--- src/rtl/fpu_shared_unit_sched.sv ---
// -----------------------------------------------------------------------------
// fpu_shared_unit_sched
//
// Shares one long-latency FPU resource (convert/divide unit) between the three
// FPU issue lanes u1, u3, u5. A round-robin arbiter grants at most one lane per
// cycle, the granted op is issued to the shared unit through registered
// controls, and in-flight ops are tracked so that each completion is routed
// back to the lane that issued it.
//
// Pipelined ops travel down a LAT-deep shift pipeline. Blocking ops park in a
// single holding register while a two-state FSM (IDLE/BLOCK) stops further
// grants until the blocking result comes out.
//
// Parameters
//   LAT      pipelined-op latency, iss_en to ret_en (>= 2)
//   BLK_LAT  blocking-op latency, iss_en to ret_en (> LAT)
//
// Ports
//   clk, rst                 clock, synchronous active-high reset
//   uN_req / uN_blk / uN_tag lane request, blocking flag, 14-bit return tag
//   flush                    kill everything in flight (rr pointer kept)
//   uN_gnt                   combinational one-hot grant
//   iss_en/iss_lane/iss_blk  registered issue strobe, lane (0=u1,1=u3,2=u5),
//                            blocking flag
//   busy                     FSM is in BLOCK
//   uN_ret / uN_ret_en       completion tag (zero when idle) and strobe
// -----------------------------------------------------------------------------
module fpu_shared_unit_sched #(
    parameter int LAT     = 4,
    parameter int BLK_LAT = 12
) (
    input  logic        clk,
    input  logic        rst,
    input  logic        u1_req,
    input  logic        u3_req,
    input  logic        u5_req,
    input  logic        u1_blk,
    input  logic        u3_blk,
    input  logic        u5_blk,
    input  logic [13:0] u1_tag,
    input  logic [13:0] u3_tag,
    input  logic [13:0] u5_tag,
    input  logic        flush,
    output logic        u1_gnt,
    output logic        u3_gnt,
    output logic        u5_gnt,
    output logic        iss_en,
    output logic [1:0]  iss_lane,
    output logic        iss_blk,
    output logic        busy,
    output logic [13:0] u1_ret,
    output logic [13:0] u3_ret,
    output logic [13:0] u5_ret,
    output logic        u1_ret_en,
    output logic        u3_ret_en,
    output logic        u5_ret_en
);

    localparam int CW = $clog2(BLK_LAT + 1);

    typedef enum logic [0:0] {
        IDLE  = 1'b0,
        BLOCK = 1'b1
    } state_t;

    // ------------------------------------------------------------------
    // Lane vectors (index 0=u1, 1=u3, 2=u5)
    // ------------------------------------------------------------------
    logic [2:0]  req_vec;
    logic [2:0]  blk_vec;
    logic [13:0] tag_vec [3];

    assign req_vec    = {u5_req, u3_req, u1_req};
    assign blk_vec    = {u5_blk, u3_blk, u1_blk};
    assign tag_vec[0] = u1_tag;
    assign tag_vec[1] = u3_tag;
    assign tag_vec[2] = u5_tag;

    // ------------------------------------------------------------------
    // State
    // ------------------------------------------------------------------
    state_t          state_reg, state_next;
    logic [CW-1:0]   blk_cnt_reg, blk_cnt_next;
    logic [1:0]      rr_ptr_reg, rr_ptr_next;

    logic            iss_en_reg;
    logic [1:0]      iss_lane_reg;
    logic            iss_blk_reg;
    logic [13:0]     iss_tag_reg;

    logic            pipe_vld_reg  [LAT];
    logic [1:0]      pipe_lane_reg [LAT];
    logic [13:0]     pipe_tag_reg  [LAT];

    logic            hold_vld_reg;
    logic [1:0]      hold_lane_reg;
    logic [13:0]     hold_tag_reg;

    // ------------------------------------------------------------------
    // Round-robin arbiter: search starts at rr_ptr and wraps mod 3.
    // ------------------------------------------------------------------
    logic [2:0] gnt_vec;
    logic       gnt_any;
    logic [1:0] gnt_lane;
    logic [2:0] rr_sum;
    logic [1:0] rr_idx;

    always_comb begin
        gnt_vec  = '0;
        gnt_any  = 1'b0;
        gnt_lane = 2'd0;
        rr_sum   = '0;
        rr_idx   = 2'd0;
        if (state_reg == IDLE && !flush && !rst) begin
            for (int k = 0; k < 3; k++) begin
                rr_sum = {1'b0, rr_ptr_reg} + 3'(k);
                if (rr_sum >= 3'd3) begin
                    rr_sum = rr_sum - 3'd3;
                end
                rr_idx = rr_sum[1:0];
                if (!gnt_any && req_vec[rr_idx]) begin
                    gnt_any  = 1'b1;
                    gnt_lane = rr_idx;
                end
            end
            gnt_vec[gnt_lane] = gnt_any;
        end
    end

    assign u1_gnt = gnt_vec[0];
    assign u3_gnt = gnt_vec[1];
    assign u5_gnt = gnt_vec[2];

    always_comb begin
        rr_ptr_next = rr_ptr_reg;
        if (gnt_any) begin
            rr_ptr_next = (gnt_lane == 2'd2) ? 2'd0 : gnt_lane + 2'd1;
        end
    end

    // ------------------------------------------------------------------
    // Blocking-op FSM
    // ------------------------------------------------------------------
    always_ff @(posedge clk) begin
        if (rst) begin
            state_reg   <= IDLE;
            blk_cnt_reg <= '0;
            rr_ptr_reg  <= 2'd0;
        end else begin
            state_reg   <= state_next;
            blk_cnt_reg <= blk_cnt_next;
            rr_ptr_reg  <= rr_ptr_next;
        end
    end

    always_comb begin
        state_next   = state_reg;
        blk_cnt_next = blk_cnt_reg;
        case (state_reg)
            IDLE: begin
                if (gnt_any && blk_vec[gnt_lane]) begin
                    state_next   = BLOCK;
                    blk_cnt_next = CW'(BLK_LAT);
                end
            end
            BLOCK: begin
                // Counter holds BLK_LAT in the issue cycle and leaves BLOCK
                // after the cycle in which it shows 1, so the result and the
                // return to IDLE land in the same cycle.
                if (blk_cnt_reg == CW'(1)) begin
                    state_next   = IDLE;
                    blk_cnt_next = '0;
                end else begin
                    blk_cnt_next = blk_cnt_reg - CW'(1);
                end
            end
            default: begin
                state_next   = IDLE;
                blk_cnt_next = '0;
            end
        endcase
        if (flush) begin
            state_next   = IDLE;
            blk_cnt_next = '0;
        end
    end

    assign busy = (state_reg == BLOCK);

    // ------------------------------------------------------------------
    // Issue register (grant is already suppressed under flush/rst)
    // ------------------------------------------------------------------
    always_ff @(posedge clk) begin
        if (rst) begin
            iss_en_reg   <= 1'b0;
            iss_lane_reg <= 2'd0;
            iss_blk_reg  <= 1'b0;
            iss_tag_reg  <= '0;
        end else begin
            iss_en_reg   <= gnt_any;
            iss_lane_reg <= gnt_lane;
            iss_blk_reg  <= gnt_any & blk_vec[gnt_lane];
            iss_tag_reg  <= gnt_any ? tag_vec[gnt_lane] : 14'd0;
        end
    end

    assign iss_en   = iss_en_reg;
    assign iss_lane = iss_lane_reg;
    assign iss_blk  = iss_blk_reg;

    // ------------------------------------------------------------------
    // Pipelined in-flight tracker: stage 0 is fed from the issue register,
    // the last stage drives the return port.
    // ------------------------------------------------------------------
    generate
        for (genvar gi = 0; gi < LAT; gi++) begin : g_pipe
            always_ff @(posedge clk) begin
                if (rst || flush) begin
                    pipe_vld_reg[gi]  <= 1'b0;
                    pipe_lane_reg[gi] <= 2'd0;
                    pipe_tag_reg[gi]  <= '0;
                end else begin
                    if (gi == 0) begin
                        pipe_vld_reg[gi]  <= iss_en_reg & ~iss_blk_reg;
                        pipe_lane_reg[gi] <= iss_lane_reg;
                        pipe_tag_reg[gi]  <= iss_tag_reg;
                    end else begin
                        pipe_vld_reg[gi]  <= pipe_vld_reg[(gi > 0) ? gi - 1 : 0];
                        pipe_lane_reg[gi] <= pipe_lane_reg[(gi > 0) ? gi - 1 : 0];
                        pipe_tag_reg[gi]  <= pipe_tag_reg[(gi > 0) ? gi - 1 : 0];
                    end
                end
            end
        end
    endgenerate

    // ------------------------------------------------------------------
    // Blocking holder. It is loaded while the FSM is in BLOCK, so a valid
    // holder seen in IDLE is exactly the completion cycle.
    // ------------------------------------------------------------------
    logic hold_fire;
    assign hold_fire = hold_vld_reg && (state_reg == IDLE);

    always_ff @(posedge clk) begin
        if (rst || flush) begin
            hold_vld_reg  <= 1'b0;
            hold_lane_reg <= 2'd0;
            hold_tag_reg  <= '0;
        end else if (iss_en_reg && iss_blk_reg) begin
            hold_vld_reg  <= 1'b1;
            hold_lane_reg <= iss_lane_reg;
            hold_tag_reg  <= iss_tag_reg;
        end else if (hold_fire) begin
            hold_vld_reg  <= 1'b0;
        end
    end

    // ------------------------------------------------------------------
    // Return mux. Pipelined and blocking completions cannot coincide: any
    // pipelined op issued before a blocking op drains first, and nothing
    // issues while in BLOCK.
    // ------------------------------------------------------------------
    logic        ret_vld;
    logic [1:0]  ret_lane;
    logic [13:0] ret_tag;
    logic [2:0]  ret_en_vec;
    logic [13:0] ret_tag_vec [3];

    always_comb begin
        ret_vld  = 1'b0;
        ret_lane = 2'd0;
        ret_tag  = '0;
        if (pipe_vld_reg[LAT-1]) begin
            ret_vld  = 1'b1;
            ret_lane = pipe_lane_reg[LAT-1];
            ret_tag  = pipe_tag_reg[LAT-1];
        end else if (hold_fire) begin
            ret_vld  = 1'b1;
            ret_lane = hold_lane_reg;
            ret_tag  = hold_tag_reg;
        end
    end

    generate
        for (genvar gi = 0; gi < 3; gi++) begin : g_ret
            assign ret_en_vec[gi]  = ret_vld && (ret_lane == 2'(gi));
            assign ret_tag_vec[gi] = ret_en_vec[gi] ? ret_tag : 14'd0;
        end
    endgenerate

    assign u1_ret_en = ret_en_vec[0];
    assign u3_ret_en = ret_en_vec[1];
    assign u5_ret_en = ret_en_vec[2];
    assign u1_ret    = ret_tag_vec[0];
    assign u3_ret    = ret_tag_vec[1];
    assign u5_ret    = ret_tag_vec[2];

endmodule

--- config.mk ---
export PLATFORM = sky130hd
export DESIGN_NAME = fpu_shared_unit_sched
export DESIGN_NICKNAME = d
export VERILOG_FILES = /design/src/rtl/fpu_shared_unit_sched.sv
export SDC_FILE = /design/constraint.sdc
export NUM_CORES = 1
export LEC_CHECK = 0
export BUFFER_PORTS_ARGS = -buffer_cell sky130_fd_sc_hd__buf_2
export CORE_ASPECT_RATIO = 1.4
export CORE_UTILIZATION = 50
export CTS_BUF_LIST = sky130_fd_sc_hd__clkbuf_4 sky130_fd_sc_hd__clkbuf_8
export CTS_CLUSTER_DIAMETER = 80
export DETAILED_ROUTE_END_ITERATION = 10
export MAX_ROUTING_LAYER = met4
export PLACE_DENSITY = 0.77
export SYNTH_ARGS = -nofsm -noshare
export SYNTH_HDL_FRONTEND = slang
export SYNTH_SLANG_ARGS = --single-unit
export TNS_END_PERCENT = 20
--- constraint.sdc ---
create_clock -name clk -period 2.2 [get_ports clk]
set_input_delay 0.11 -clock clk [delete_from_list [all_inputs] [get_ports clk]]
set_output_delay 0.11 -clock clk [all_outputs]
set_load 0.01 [all_outputs]
* Word-level counts from Yosys, hierarchy flattened *
Memories as Yosys holds them, arrays and structs flattened.
Cells that the tools add are included.

operators by class
  $add $sub $neg = 7
  magnitude comparators = 10
  eq/ne operators = 5
  mux-type cells = 65
  bitwise gates (word level) = 19
  reductions and logical operators = 20

operators with widths
  kind                                                                          number
  14-bit two-way mux                                                            11
  2-bit two-way mux                                                             18
  14-bit binary-select mux with 2-bit select                                    1
  1-bit two-way mux                                                             25
  2-bit by 3-bit less-than comparator with 1-bit output, second input constant  5
  1-bit OR                                                                      12
  1-bit logical AND                                                             11
  1-bit binary-select mux with 2-bit select                                     4
  4-bit two-way mux                                                             2
  4-bit case mux with 2 select lines                                            1
  3-bit by 2-bit >= comparator with 1-bit output, second input constant         2
  2-bit subtractor, second input constant                                       3
  2-bit == test, second input constant                                          2
  4-bit by 1-bit == test with 1-bit output, second input constant               1
  1-bit zero test                                                               4
  2-bit OR reduction                                                            2
  4-bit by 1-bit subtractor with 4-bit output, second input constant            1
  2-bit by 1-bit adder with 3-bit output, second input constant                 1
  2-bit by 2-bit adder with 3-bit output, second input constant                 1
  3-bit AND                                                                     1
  3-bit >= comparator, second input constant                                    1
  3-bit two-way mux                                                             1
  1-bit NOT                                                                     3
  2-bit NOT with 3-bit output                                                   1
  11 further kinds                                                              12

word-level totals
  bits in registers = 42
  memory bits (writable) = 68
  bits of input ports = 51
  output and inout port bits = 53
  logic and storage cells = 139
  memories = 3

memory list
  memory         depth  width  rd ports  clocked after memory_dff  wr ports  RTL line  text
  pipe_tag_reg   4      14     4         0                         4         93        logic [13:0] pipe_tag_reg [LAT];
  pipe_lane_reg  4      2      4         0                         4         92        logic [1:0] pipe_lane_reg [LAT];
  pipe_vld_reg   4      1      4         0                         4         91        logic pipe_vld_reg [LAT];

* Depth between registers and ports, before layout *
  depth in word-level cells = 22
  mapped depth = 10
  gate-level depth less buffers = 9

* Least setup slack after synthesis *
No wires, ideal clock.

  path type = reg-to-reg
  from = reg rr_ptr_reg[1]
  to = reg blk_cnt_reg[1]
  setup time = 96 ps
  data arrival time = 2,222 ps
  data required time = 2,104 ps
  setup slack = -117 ps
  stages on the path, launching flop included = 11
  buffers on the path = 1
  period minus slack after synthesis = 2,317 ps
  path through = dfxtp_1 inv_1 ha_1 buf_6 mux2_4 o311ai_4 o211ai_4 mux2_4 o211ai_4 inv_2 o41ai_2

on the way
  word-level cells in the longest chain between the ends = 20
  elaborated cells on any way between the ends = 40
  those cells by class = add/sub (5); order compare (3); eq/ne (1); mux (26); reduce/logical (5)

ends and longest elaborated chain
  element                                                                          RTL line  text
  start, declared                                                                  84        logic [1:0] rr_ptr_reg, rr_ptr_next;
  start signal, assigned                                                           152       rr_ptr_reg <= rr_ptr_next;
  branches (longest 18 deep; another with 2-bit by 1-bit adder with 3-bit output)  --
  1-bit logical AND (*)                                                            161       if (gnt_any && blk_vec[gnt_lane]) begin
  2-bit by 1-bit inequality test with 1-bit output (no source line) (*)            --
  end signal, assigned                                                             151       blk_cnt_reg <= blk_cnt_next;
  end, declared                                                                    83        logic [CW-1:0] blk_cnt_reg, blk_cnt_next;

Mark *: on every way between the ends. The select of a mux whose other input is x is not followed.
A chain may end at the register's enable or synchronous reset.

* Worst setup path after layout *
  from = reg rr_ptr_reg[1]
  to = out u1_gnt

on the way
  word-level cells in the longest chain between the ends = 21
  elaborated cells on any way between the ends = 41
  those cells by class = add/sub (5); order compare (5); mux (25); bitwise (1); reduce/logical (5)

ends and longest elaborated chain
  element                                                                          RTL line  text
  branches (longest 19 deep; another with 2-bit by 1-bit adder with 3-bit output)  --
  3-bit AND (no source line) (*)                                                   --
  3-bit two-way mux (*)                                                            114       if (state_reg == IDLE && !flush && !rst) begin
  end, declared                                                                    44        output logic u1_gnt,

Marked as above.

==> metrics.log <==
INFO  metric max_slew_margin = a little under three fifths
INFO  metric port_buffers = 103
INFO  metric critPathSlowestCell = sky130_fd_sc_hd__dfxtp_4
INFO  metric cts-htree-levels = 3
INFO  metric timing.final.crit_share = 104%
INFO  metric violations_in_the_final_reports = setup timing
INFO  metric total_power_divided_by_cell_area = 672 mW/mm²
INFO  metric worstSkewPairLatency = 0.35 ns
INFO  metric dp_cells = 651
INFO  metric hold_class = in -> reg
INFO  metric p_leak = 2.62 nW
INFO  metric place.gp.congestion = 0.964
INFO  metric worstPathBufferInverterCount = 4
INFO  metric path_class = reg -> out
INFO  metric post-route-cell-area = 0.00559 mm²
INFO  metric antenna_violating_nets_post_route = 0
INFO  metric post-route-worst-setup-slack = -0.0984 ns
INFO  metric globalRouteOverflowTotal = 0
INFO  metric chipWidth = 80.6 µm
INFO  metric detailroute.via_count = 3420
INFO  metric p_sw_share = 23.8%
INFO  metric grt_pass1_vias = 3324
INFO  metric largest_register_ff_count = 56
INFO  metric syn_area = approximately 0.0043 mm²
INFO  metric power_switching = 894 µW
INFO  metric synthFlopType = sky130_fd_sc_hd__dfxtp_1
INFO  metric fin_util = 67.7%
INFO  metric final-instance-count-excl-fill = 700
INFO  metric num-fill-cells = 639
INFO  metric synth.area.top_cells = sky130_fd_sc_hd__dfxtp_1, sky130_fd_sc_hd__and2_1, sky130_fd_sc_hd__mux2i_1
INFO  metric floorplan.core_area = ~0.0082 mm²
INFO  metric number_of_synthesized_register_bits = 110
INFO  metric cts_sinks = 110
INFO  metric fmax = 0.435 GHz
INFO  metric power_frac_comb = between 10% and 20%
INFO  metric ordered_cell_list_for_the_critical_path = inv_4 -> ha_4 -> buf_6 -> mux2i_1 -> nor2_2 -> a21oi_2 -> a311oi_2 -> buf_4 -> nand2_4 -> nor2_1 -> buf_2
INFO  metric finalSetupTns = -0.275 ns
INFO  metric dp_hpwl = 5900 µm
INFO  metric num_antenna_cells = 0
INFO  metric globalRouteTotalUtil = around 22%
INFO  metric initial_standard_cell_utilization_of_the_core = 52.4%
INFO  metric maximum_count_of_clock_buffers_along_a_single_path = 2
INFO  metric timing_worst_slew_pin_value = 0.649 ns
INFO  metric clk_pin_slew = 0.09 ns
INFO  metric vias_per_cell = 4.89
INFO  metric worst-endpoint-required = ~2.1 ns
INFO  metric synth_top_area_share = 51.0%
INFO  metric core.rowCount = 39
INFO  metric drt-initial-drc-count = 168
INFO  metric tritoncts = done
INFO  metric first_pass_grt_wire_length = roughly 15000 µm
INFO  metric async_reset_ff_share = 0%
INFO  metric die_area = 0.00902 mm²
INFO  metric power_frac_seq = 54.8%
INFO  metric drt-total-wl = between 8000 and 9000 µm
INFO  metric wl_per_cell = between 10 and 15 µm
INFO  metric finalCriticalPeriod = about 2.3 ns
INFO  metric placement.cell_area = around 0.005 mm²
INFO  metric flow.area_growth_from_synthesis = 29.3%
INFO  metric register_area = 0.00221 mm²
INFO  metric outcome = finished with violations
INFO  metric drtPass1Iterations = 4
INFO  metric crit_arrival = 2.19 ns
INFO  metric cp_slowest_stage_delay = 0.39 ns
INFO  metric maxCapViolCount = 0
INFO  metric worst-path-max-fanout = 5
INFO  metric die_h = approximately 110 µm
INFO  metric pin_count = 104
INFO  metric cts-buffers-inserted = 9
INFO  metric grt_setup_unrepaired = true
INFO  metric synth-edff-count = 0
INFO  metric preCtsSetupSlack = -0.0844 ns
INFO  metric critical_path.startpoint_type = flop
INFO  metric net_count_after_synthesis = 519
INFO  metric setup_viol_count_final = 6
INFO  metric syn_area_per_cell = 9.35 µm²
INFO  metric synth-seq-area-share = 51.0%
INFO  metric path_delay_family = buffers and inverters
INFO  metric intPower = 2.86 mW
INFO  metric yosys_warnings = 0
INFO  metric multiInputGateArea = 0.00204 mm²
INFO  metric drv_slew = 0
INFO  metric grt_start_max_net_pins = 41
INFO  metric drive_gt1_share = 30.3%
INFO  metric fin_nets = 650
INFO  metric fin_worst_skew = 0.00692 ns
INFO  metric synthDistinctLibCells = 42
INFO  metric timing.final.hold_violations = 0
INFO  metric library_cell_used_as_clock_root_buffer = sky130_fd_sc_hd__clkbuf_8
INFO  metric antenna_found_initial = 0
INFO  metric yosys.area.top_type = sky130_fd_sc_hd__dfxtp_1
INFO  metric end_kind = output port
INFO  metric drcViolationCount = 0
INFO  metric netlist_instances = roughly 460
INFO  metric clkPwrFrac = 31.7%
INFO  metric irDropWorstVdd = 0.449 mV
==> cells by family (layout without fill, tap and decap cells) <==
| group | count (synthesis) | after routing | share of synthesized area, % |
|---|---|---|---|
| muxes | 36 | 36 | 8.60 |
| adders and majority gates | 6 | 6 | 1.74 |
| and+or+nand+nor | 202 | 202 | 23.1 |
| DFF | 110 | 110 | 51.0 |
| buffers and inverters | 41 | 177 | 3.88 |
| AOI/OAI and AO/OA | 67 | 67 | 11.7 |
==> metrics by stage <==
step           power, mW  hold slack, ns
6_report            3.75           0.100
4_1_cts             3.76          0.0744
3_3_place_gp        2.47           0.358
2_1_floorplan       2.36           0.172
5_1_grt             3.93          0.0982
3_5_place_dp        2.48           0.353
==> placed cells by master, fill, tap and decap left out, types with 4 or more instances in the layout <==
cell type / netlist / routed
sky130_fd_sc_hd__nand2_1: 54 / 53
sky130_fd_sc_hd__a22oi_1: 5 / 5
sky130_fd_sc_hd__nand2b_1: 5 / 5
sky130_fd_sc_hd__nor2_2: 0 / 4
sky130_fd_sc_hd__dfxtp_1: 110 / 108
sky130_fd_sc_hd__clkbuf_8: 0 / 10
sky130_fd_sc_hd__buf_4: 0 / 27
sky130_fd_sc_hd__and2_1: 68 / 68
sky130_fd_sc_hd__inv_1: 11 / 8
sky130_fd_sc_hd__o21ai_0: 5 / 4
sky130_fd_sc_hd__ha_1: 6 / 4
sky130_fd_sc_hd__dlygate4sd3_1: 0 / 15
sky130_fd_sc_hd__o211a_1: 14 / 14
sky130_fd_sc_hd__mux2i_1: 33 / 31
sky130_fd_sc_hd__nor2_1: 55 / 50
sky130_fd_sc_hd__buf_2: 5 / 102
sky130_fd_sc_hd__a21oi_1: 28 / 26
==> metal layers <==
metal  vias to the layer above  track usage [%]  wire length [µm]
met3                        16             3.36               393
met5                         -                -                 0
li1                       1775                -                 -
met1                      1511             24.5              3780
met2                       118             36.7              4420
met4                         0             9.64               215
==> path summary, 6_finish.rpt <==
path,from,end,slack [ns],cells past startpoint
worst min register to register,pipe_tag_reg[2][1]$_SDFF_PP0_,pipe_tag_reg[3][1]$_SDFF_PP0_,0.43,1
worst max register to register,rr_ptr_reg[0]$_SDFFE_PP0P_,blk_cnt_reg[1]$_SDFFE_PP0P_,-0.02,11
worst max-delay path,rr_ptr_reg[1]$_SDFFE_PP0P_,u1_gnt,-0.1,11
worst min-delay path,u1_tag[5],iss_tag_reg[5]$_SDFF_PP0_,0.10,4
==> power groups by stage <==
stage / sequential, mW / clock (mW) / combinational (mW)
6_report: 2.06 / 1.19 / 0.506
3_5_place_dp: 2.10 / 0 / 0.375
4_1_cts: 2.06 / 1.22 / 0.479
2_1_floorplan: 2.10 / 0 / 0.259
3_3_place_gp: 2.10 / 0 / 0.364
5_1_grt: 2.06 / 1.32 / 0.548
==> area by class of cell <==
type                            instances  share of cell area, %
Timing Repair Buffer                  149                   17.0
Clock buffer                           11                   2.60
Clock inverter                          5                   1.01
Tap cell                              102                   2.28
Inverter                               12                  0.941
Multi-Input combinational cell        311                   36.6
Sequential cell                       110                   39.6
==> synth_stat cells, drive strengths merged (5+ instances only) <==
cell type and count:
dfxtp 110, and2 68, nor2 55, nand2 54, mux2i 33, a21oi 28
clkbuf 22, o211a 14, inv 12, buf 7, o21ai 7, ha 6
a22oi 5, nand2b 5
==> worst reg2reg max path, cell delays in order, from the launching register on <==
cell and delay (ns):
sky130_fd_sc_hd__dfxtp_4 0.39, sky130_fd_sc_hd__inv_4 0.05, sky130_fd_sc_hd__ha_4 0.27, sky130_fd_sc_hd__buf_6 0.14
sky130_fd_sc_hd__mux2i_1 0.11, sky130_fd_sc_hd__o22ai_1 0.19, sky130_fd_sc_hd__a21oi_2 0.09, sky130_fd_sc_hd__buf_4 0.14
sky130_fd_sc_hd__or2_2 0.29, sky130_fd_sc_hd__o211ai_4 0.20, sky130_fd_sc_hd__inv_2 0.07, sky130_fd_sc_hd__o41ai_2 0.19
==> what timing repair did <==
item	4_1_cts	5_1_grt
endpoints found under the hold margin	16	0
endpoints found under the setup margin	20	24
pin swaps	12	4
hold buffers	15	0
cloned	1	0
gates resized for setup	22	4
setup buffers	15	2
Power figures use the tool's default switching activity.
